$ cat config.mk
export PLATFORM = sky130hd
export DESIGN_NAME = seq_multiplier
export DESIGN_NICKNAME = d
export VERILOG_FILES = /design/src/rtl/mult_pkg.sv /design/src/rtl/booth_step.sv /design/src/rtl/seq_multiplier.sv
export SDC_FILE = /design/constraint.sdc
export NUM_CORES = 1
export LEC_CHECK = 0
export BUFFER_PORTS_ARGS = -buffer_cell sky130_fd_sc_hd__buf_2
export CORE_ASPECT_RATIO = 1.25
export CORE_MARGIN = 8
export CORE_UTILIZATION = 50
export DETAILED_ROUTE_END_ITERATION = 8
export PLACE_DENSITY = 0.74
export SLEW_MARGIN = 20
export SYNTH_ARGS = -nofsm -noshare
export SYNTH_HDL_FRONTEND = slang
export SYNTH_SLANG_ARGS = --single-unit
$ cat constraint.sdc
create_clock -name clk -period 3.2 [get_ports clk]
set_input_delay 0.32 -clock clk [delete_from_list [all_inputs] [get_ports clk]]
set_output_delay 0.32 -clock clk [all_outputs]
set_load 0.02 [all_outputs]
$ cat src/rtl/mult_pkg.sv
// Shared types and constants for the sequential Booth multiplier.
package mult_pkg;

  // Control states of the multiplier.
  typedef enum logic [1:0] {
    StIdle,
    StCalc,
    StDone
  } state_e;

  // Radix-2 Booth actions, indexed by {Q[0], Q_-1}.
  localparam logic [1:0] BoothNop0 = 2'b00;
  localparam logic [1:0] BoothAdd  = 2'b01;
  localparam logic [1:0] BoothSub  = 2'b10;
  localparam logic [1:0] BoothNop1 = 2'b11;

endpackage

$ cat src/rtl/booth_step.sv
// One combinational radix-2 Booth iteration: conditional add/sub of M into A,
// followed by an arithmetic right shift of {A, Q, Q_-1}.
module booth_step
  import mult_pkg::*;
#(
  parameter int unsigned WIDTH = 8
) (
  input  logic [WIDTH+1:0] i_acc,
  input  logic [WIDTH:0]   i_q,
  input  logic             i_q_m1,
  input  logic [WIDTH:0]   i_m,
  output logic [WIDTH+1:0] o_acc,
  output logic [WIDTH:0]   o_q,
  output logic             o_q_m1
);

  logic [WIDTH+1:0] w_m_ext;
  logic [WIDTH+1:0] w_sum;

  // M is already WIDTH+1 bits in two's complement; widen it to accumulator size.
  assign w_m_ext = {i_m[WIDTH], i_m};

  // Select the Booth action from the current multiplier bit pair.
  always_comb begin
    w_sum = i_acc;
    case ({i_q[0], i_q_m1})
      BoothAdd:  w_sum = i_acc + w_m_ext;
      BoothSub:  w_sum = i_acc - w_m_ext;
      BoothNop0: w_sum = i_acc;
      BoothNop1: w_sum = i_acc;
      default:   w_sum = i_acc;
    endcase
  end

  // Arithmetic right shift of the concatenated {A, Q, Q_-1}.
  assign o_acc  = {w_sum[WIDTH+1], w_sum[WIDTH+1:1]};
  assign o_q    = {w_sum[0], i_q[WIDTH:1]};
  assign o_q_m1 = i_q[0];

endmodule

$ cat src/rtl/seq_multiplier.sv
// Sequential signed/unsigned multiplier built on a radix-2 Booth datapath.
// Operands are widened by one bit so a single signed datapath covers both modes.
module seq_multiplier
  import mult_pkg::*;
#(
  parameter int unsigned WIDTH = 8
) (
  input  logic               clk,
  input  logic               reset,
  input  logic               start,
  input  logic               signed_mode,
  input  logic [WIDTH-1:0]   a,
  input  logic [WIDTH-1:0]   b,
  output logic               busy,
  output logic               done,
  output logic [2*WIDTH-1:0] product
);

  localparam int unsigned CntW = $clog2(WIDTH + 2);

  state_e r_state;
  state_e w_state_next;

  logic [WIDTH+1:0]   r_acc;
  logic [WIDTH:0]     r_q;
  logic               r_q_m1;
  logic [WIDTH:0]     r_m;
  logic [CntW-1:0]    r_cnt;
  logic [2*WIDTH-1:0] r_product;

  logic               w_capture;
  logic               w_last_step;
  logic [WIDTH:0]     w_a_ext;
  logic [WIDTH:0]     w_b_ext;
  logic [WIDTH+1:0]   w_acc_nx;
  logic [WIDTH:0]     w_q_nx;
  logic               w_q_m1_nx;

  // New work is only accepted outside CALC; a start during CALC is dropped.
  assign w_capture   = start && ((r_state == StIdle) || (r_state == StDone));
  assign w_last_step = (r_state == StCalc) && (r_cnt == '0);

  assign w_a_ext = {signed_mode & a[WIDTH-1], a};
  assign w_b_ext = {signed_mode & b[WIDTH-1], b};

  booth_step #(
    .WIDTH (WIDTH)
  ) u_booth_step (
    .i_acc  (r_acc),
    .i_q    (r_q),
    .i_q_m1 (r_q_m1),
    .i_m    (r_m),
    .o_acc  (w_acc_nx),
    .o_q    (w_q_nx),
    .o_q_m1 (w_q_m1_nx)
  );

  // State register.
  always_ff @(posedge clk) begin
    if (reset) begin
      r_state <= StIdle;
    end else begin
      r_state <= w_state_next;
    end
  end

  // Next-state decode.
  always_comb begin
    w_state_next = r_state;
    unique case (r_state)
      StIdle:  if (start) w_state_next = StCalc;
      StCalc:  if (r_cnt == '0) w_state_next = StDone;
      StDone:  w_state_next = start ? StCalc : StIdle;
      default: w_state_next = StIdle;
    endcase
  end

  // Operand capture, Booth iteration and step counting.
  always_ff @(posedge clk) begin
    if (reset) begin
      r_acc  <= '0;
      r_q    <= '0;
      r_q_m1 <= 1'b0;
      r_m    <= '0;
      r_cnt  <= '0;
    end else if (w_capture) begin
      r_acc  <= '0;
      r_q    <= w_b_ext;
      r_q_m1 <= 1'b0;
      r_m    <= w_a_ext;
      r_cnt  <= CntW'(WIDTH);
    end else if (r_state == StCalc) begin
      r_acc  <= w_acc_nx;
      r_q    <= w_q_nx;
      r_q_m1 <= w_q_m1_nx;
      if (r_cnt != '0) begin
        r_cnt <= r_cnt - 1'b1;
      end
    end
  end

  // Product register: written only as the final step completes, so an aborted
  // operation never leaves a partial result behind.
  always_ff @(posedge clk) begin
    if (reset) begin
      r_product <= '0;
    end else if (w_last_step) begin
      r_product <= {w_acc_nx[WIDTH-2:0], w_q_nx};
    end
  end

  assign busy    = (r_state == StCalc);
  assign done    = (r_state == StDone);
  assign product = r_product;

endmodule
==> run summary, run 1 <==
max-capacitance violation count -> 0
Routed WL per cell -> 14.2 um
final hold slack -> 0.239 ns
Post-layout nets -> 374
DIE AREA -> 0.00746 sq mm
final hold vios -> 0
CTS Hold Bufs -> 0
Synth Flop Type -> dfxtp_1
Core Box Area -> 0.00476 sq mm
Worst Path Class, Setup -> flop to flop
total negative setup slack -> 0 ns
PD cells -> 564 mW/mm^2
cell depth of the worst hold path -> 3
Ports -> 38
Hold Startpoint -> a[2]
Worst-Skew Late Latency -> 0.31 ns
dpl cells -> 394
clk buf depth -> 2
pin count of the biggest net entering global routing -> 41
Static Leakage -> 1.17 nW
synth unique cells -> 37
CP startpoint kind -> flop
Worst slew margin -> 51.1%
area used by multi-input combinational logic -> 0.00137 sq mm
Net Count, Synth -> 343
average vias per placed instance -> 5.37
Die W -> 78.9 um
share of layout cells above drive strength 1 -> 15.5%
Die Y -> 94.6 um
global-route wire length before repair -> 9470 um
top-count cell post-synth -> nand2_1
clk slew on worst S/H paths -> 0.09 ns
Setup Fix Bufs, Post-CTS -> 0
Iter 0 DRT Violations -> 105
fin worst setup slack -> 0.586 ns
DRC Markers -> 0
status -> finished, final reports clean
achievable frequency -> 0.383 GHz
Mapped Area -> 0.00247 sq mm
DP HPWL -> 4150 um
Layout Cell Area excl Fill -> 0.00283 sq mm
async set-reset flop share out of synthesis -> 0%
Hold Path End -> r_m[2]
pre-CTS setup slack -> 0.621 ns
initial antenna violation count -> 0
Synth Area in XOR/XNOR -> 5.32%
Syn-to-layout area delta -> 14.5%
routed wire length -> 5710 um
Peak supply drop -> 0.342 mV
RePlAce Congestion -> 0.869
average cell area after synthesis -> 7.97 sq um
cells after synthesis -> 310
WP data arrival -> 2.85 ns
Sequential cell area -> 0.00100 sq mm
Layout Skew -> 0.00601 ns
post-synthesis sequential area ratio -> 40.5%
Antenna Diode Count -> 0
Synth Area in Compound Gates -> 20.2%
Min Clock Period, post-route -> 2.61 ns
Worst R2R End -> product[15]
Period Utilization, post-route -> 81.7%
Gates resized, CTS repair -> 0
vias in the first global route -> 2089
RSZ-0062 raised after global routing -> false
measured slew at the worst slew-check pin -> 0.734 ns
Pins Over Slew Limit -> 0
CTS tree -> done
Starting Density -> 51.9%
fill count -> 476
CTS Buf Count -> 5
Hold WC Path Type -> primary input to flop
TritonRoute pass-1 iters -> 4
maximum fanout along the worst path -> 9
commonest cells in the netlist -> nand2_1 (63), dfxtp_1 (50), a21oi_1 (44), nor2_1 (31), ha_1 (12)
total design power -> 1.60 mW
mux cell area share after synthesis -> 2.84%
R2R Setup Slk -> 0.59 ns
Yosys top cell area share -> 40.5%
Root Buffer -> clkbuf_8
largest family of logic cells by synthesized area -> simple AND/OR/NAND/NOR gates
Yosys reg bits -> 50
final setup vio count -> 0
reg2reg start -> r_q[0]
Post-Synth Adder-Cell Area -> 6.89%
post-route insts no fill -> 402
floorplan row count -> 28
WP data required -> 3.44 ns
Worst Setup SP -> r_q[0]
Post-synth EDFFs -> 0
via count -> 2159
Tot GR Track Use -> 15.7%
Simple-Gate Fraction of Synth Area -> 20.4%
CTS Sinks -> 50
H-tree depth -> 2
top post-synthesis cells by area -> dfxtp_1 (41%), nand2_1 (9.6%), a21oi_1 (8.9%)
FF-to-FF path depth -> 8
total congestion overflow -> 0
CP Capture Type -> flop
Synth Warn # -> 0
Routed Antenna Nets -> 0
final core occ -> 59.4%
Placed Area -> 0.00269 sq mm
port bufs -> 37
cell taking the most area after synthesis -> dfxtp_1
## layer usage
metal,vias up,routed length [um],GRT usage (%)
li1,1122,-,-
met1,980,2510,17.3
met2,46,2840,28.0
met3,11,226,3.61
met4,0,127,7.12
met5,-,0,0
## critical path, cell delays in order (launching register included)
cell	delay, ns
dfxtp_1	0.37
ha_1	0.37
mux2i_1	0.35
ha_1	0.29
nor2b_1	0.14
o2111ai_1	0.28
a21oi_1	0.14
a311o_1	0.40
a211oi_2	0.21
## worst max-delay path by stage
| stage | endpoint | depth (start not counted) |
|---|---|---|
| after floorplan | product[15] | 10 |
| final | product[15] | 8 |
| after detailed placement | product[15] | 9 |
| after CTS | product[15] | 8 |
| after global placement | product[15] | 8 |
| after global routing | r_acc[7] | 9 |
## where the power goes
| group | total, mW | leakage (nW) | internal [mW] | switching, mW |
|---|---|---|---|---|
| sequential | 0.682 | 0.408 | 0.656 | 0.0267 |
| combinational | 0.363 | 0.688 | 0.145 | 0.218 |
| clock | 0.550 | 0.0714 | 0.333 | 0.217 |
## cells in the final DEF, fill, tap and decap left out, drive strengths merged, types with 3 or more instances in the layout
cell type,instances
a211oi,8
inv,10
xnor2,10
nand2,63
nor3,6
dfxtp,50
a21oi,45
buf,39
xor2,5
nand3,3
a22oi,8
nor2,31
a31oi,3
o21ai,9
nand2b,5
ha,12
clkbuf,6
a21o,4
mux2i,7
nor2b,3
## sequential cells by signal, summed over array words and instances (netlist names)
signal,flops
r_cnt,4
r_m,9
r_state,2
r_q_m1,1
product,16
r_acc,9
r_q,9
## final cells by class
class / count / area share, %
multi-input combinational: 235 / 48.5
clock inverter: 2 / 2.12
timing repair buffer: 39 / 7.08
tap: 60 / 2.65
clock buffer: 6 / 2.92
sequential: 50 / 35.4
inverter: 10 / 1.33
## kinds of logic after synthesis
kind of cell / count (synthesis)
compound gates: 83
simple gates: 117
mux: 7
fa+ha+maj: 13
xor+xnor: 15
flops: 50
buf+inv: 25
No activity file was read; power rests on OpenSTA's default activity.
==> inputs of run 2 (changes only) <==
- ABC_AREA: unset -> 1
- PLACE_DENSITY: 0.74 -> 0.73
- clock period: 3.2 -> 2.5 ns (I/O delays scaled with it)
==> run 2 against run 1 <==
Clock power increased by 25%. Cell area increased by 10%. Combinational power increased by 60%. Die area increased by 9.4%. Global-route usage increased by 1.0 points. Area after synthesis increased by 12%. Sequential power increased by 30%. Fmax increased by 15%. Critical path type unchanged. Largest power group unchanged.
==> run summary, run 2 <==
Die Y -> 99.0 um
status -> finished, final reports clean
Layout Cell Area excl Fill -> 0.00312 sq mm
Placed Area -> 0.00295 sq mm
R2R Setup Slk -> 0.22 ns
CTS tree -> done
commonest cells in the netlist -> nand2_1 (107), inv_1 (52), dfxtp_1 (50), nor2_1 (29), nand3_1 (28)
Gates resized, CTS repair -> 0
Net Count, Synth -> 432
cell taking the most area after synthesis -> dfxtp_1
final hold vios -> 0
DP HPWL -> 4710 um
pin count of the biggest net entering global routing -> 22
Yosys top cell area share -> 36.3%
clk slew on worst S/H paths -> 0.10 ns
Post-layout nets -> 464
final hold slack -> 0.203 ns
Layout Skew -> 0.00853 ns
Min Clock Period, post-route -> 2.28 ns
Tot GR Track Use -> 16.7%
CTS Sinks -> 50
top-count cell post-synth -> nand2_1
cells after synthesis -> 399
Pins Over Slew Limit -> 0
Mapped Area -> 0.00276 sq mm
port bufs -> 37
synth unique cells -> 38
clk buf depth -> 2
Worst R2R End -> r_acc[8]
DIE AREA -> 0.00816 sq mm
FF-to-FF path depth -> 15
floorplan row count -> 30
top post-synthesis cells by area -> dfxtp_1 (36%), nand2_1 (15%), inv_1 (7.1%)
vias in the first global route -> 2612
H-tree depth -> 2
fin worst setup slack -> 0.219 ns
CP startpoint kind -> flop
Worst slew margin -> 59.0%
via count -> 2552
commonest non-fill, non-tap cell in the layout -> nand2_1
Hold WC Path Type -> primary input to flop
Antenna Diode Count -> 0
Root Buffer -> clkbuf_8
CTS Hold Bufs -> 0
Hold Startpoint -> b[2]
achievable frequency -> 0.438 GHz
Period Utilization, post-route -> 91.2%
max reg flops -> 16
RSZ-0062 raised after global routing -> true
post-route insts no fill -> 496
pre-CTS setup slack -> 0.178 ns
share of layout cells above drive strength 1 -> 18.3%
Core Box Area -> 0.00537 sq mm
post-synthesis sequential area ratio -> 36.3%
Worst-Skew Late Latency -> 0.31 ns
CP Capture Type -> flop
Worst Path Class, Setup -> flop to flop
reg2reg start -> r_m[0]
Ports -> 38
average vias per placed instance -> 5.15
dpl cells -> 488
WP data required -> 2.72 ns
maximum fanout along the worst path -> 4
measured slew at the worst slew-check pin -> 0.615 ns
PD cells -> 691 mW/mm^2
cell depth of the worst hold path -> 3
CTS Buf Count -> 5
max-capacitance violation count -> 0
async set-reset flop share out of synthesis -> 0%
initial antenna violation count -> 0
Synth Warn # -> 0
Setup Fix Bufs, Post-CTS -> 0
Peak supply drop -> 0.403 mV
total design power -> 2.15 mW
Yosys reg bits -> 50
Die W -> 82.4 um
final core occ -> 58.0%
RePlAce Congestion -> 0.896
Static Leakage -> 1.59 nW
TritonRoute pass-1 iters -> 4
global-route wire length before repair -> 11100 um
total congestion overflow -> 0
Syn-to-layout area delta -> 13.0%
Starting Density -> 51.4%
most frequent cells in the layout -> nand2_1 (107), inv_1 (51), dfxtp_1 (49)
routed wire length -> 6360 um
WP data arrival -> 2.50 ns
Routed Antenna Nets -> 0
Routed WL per cell -> 12.8 um
Synth Flop Type -> dfxtp_1
Hold Path End -> r_q[2]
Iter 0 DRT Violations -> 123
final setup vio count -> 0
Post-synth EDFFs -> 0
DRC Markers -> 0
average cell area after synthesis -> 6.91 sq um
total negative setup slack -> 0 ns
run 2: critical path, stage by stage (launching register included):
cell and delay, ns:
dfxtp_2 0.34, inv_2 0.06, ha_2 0.18, nand3_1 0.12, nor2_2 0.16, a21oi_1 0.09
xor2_1 0.15, ha_1 0.33, nand2_1 0.12, inv_1 0.04, a21oi_1 0.16, nand3_2 0.11
nand2_1 0.12, nand4_1 0.10, nand2_1 0.07, nor2_1 0.04
run 2: per-layer routing:
layer,global-route usage [%],wire (um)
met5,0,0
met4,5.15,104
met3,2.73,151
met2,31.3,3380
met1,17.8,2730
run 2: report_power, final:
part	internal, mW	total [mW]	leakage (nW)	switching [mW]
sequential	0.849	0.885	0.409	0.0361
clock	0.401	0.685	0.0683	0.284
combinational	0.205	0.581	1.11	0.376
run 2: kinds of logic after synthesis:
| family | share of synthesized area, % |
|---|---|
| compound gates | 13.8 |
| xor+xnor | 2.22 |
| fa+ha+maj | 6.17 |
| buf+inv | 11.5 |
| flops | 36.3 |
| mux | 0.363 |
| simple gates | 29.7 |
run 2: worst max-delay path by stage:
stage	slack, ns	startpoint	to	depth (start not counted)
floorplan	0.40	r_m[1]	r_acc[8]	18
CTS	0.15	r_m[1]	r_acc[8]	18
global placement	0.19	r_m[1]	r_acc[8]	18
global route	-0.02	r_m[1]	r_acc[8]	17
detailed placement	0.18	r_m[1]	r_acc[8]	17
finish	0.22	r_m[0]	r_acc[8]	15
run 2: layout make-up:
class | instances | area (sq um)
Clock buffer | 5 | 68.8
Clock inverter | 3 | 68.8
Fill cell | 495 | 2250
Inverter | 63 | 240
Multi-Input combinational cell | 273 | 1460
Sequential cell | 50 | 1000
Tap cell | 64 | 80.1
Timing Repair Buffer | 38 | 193
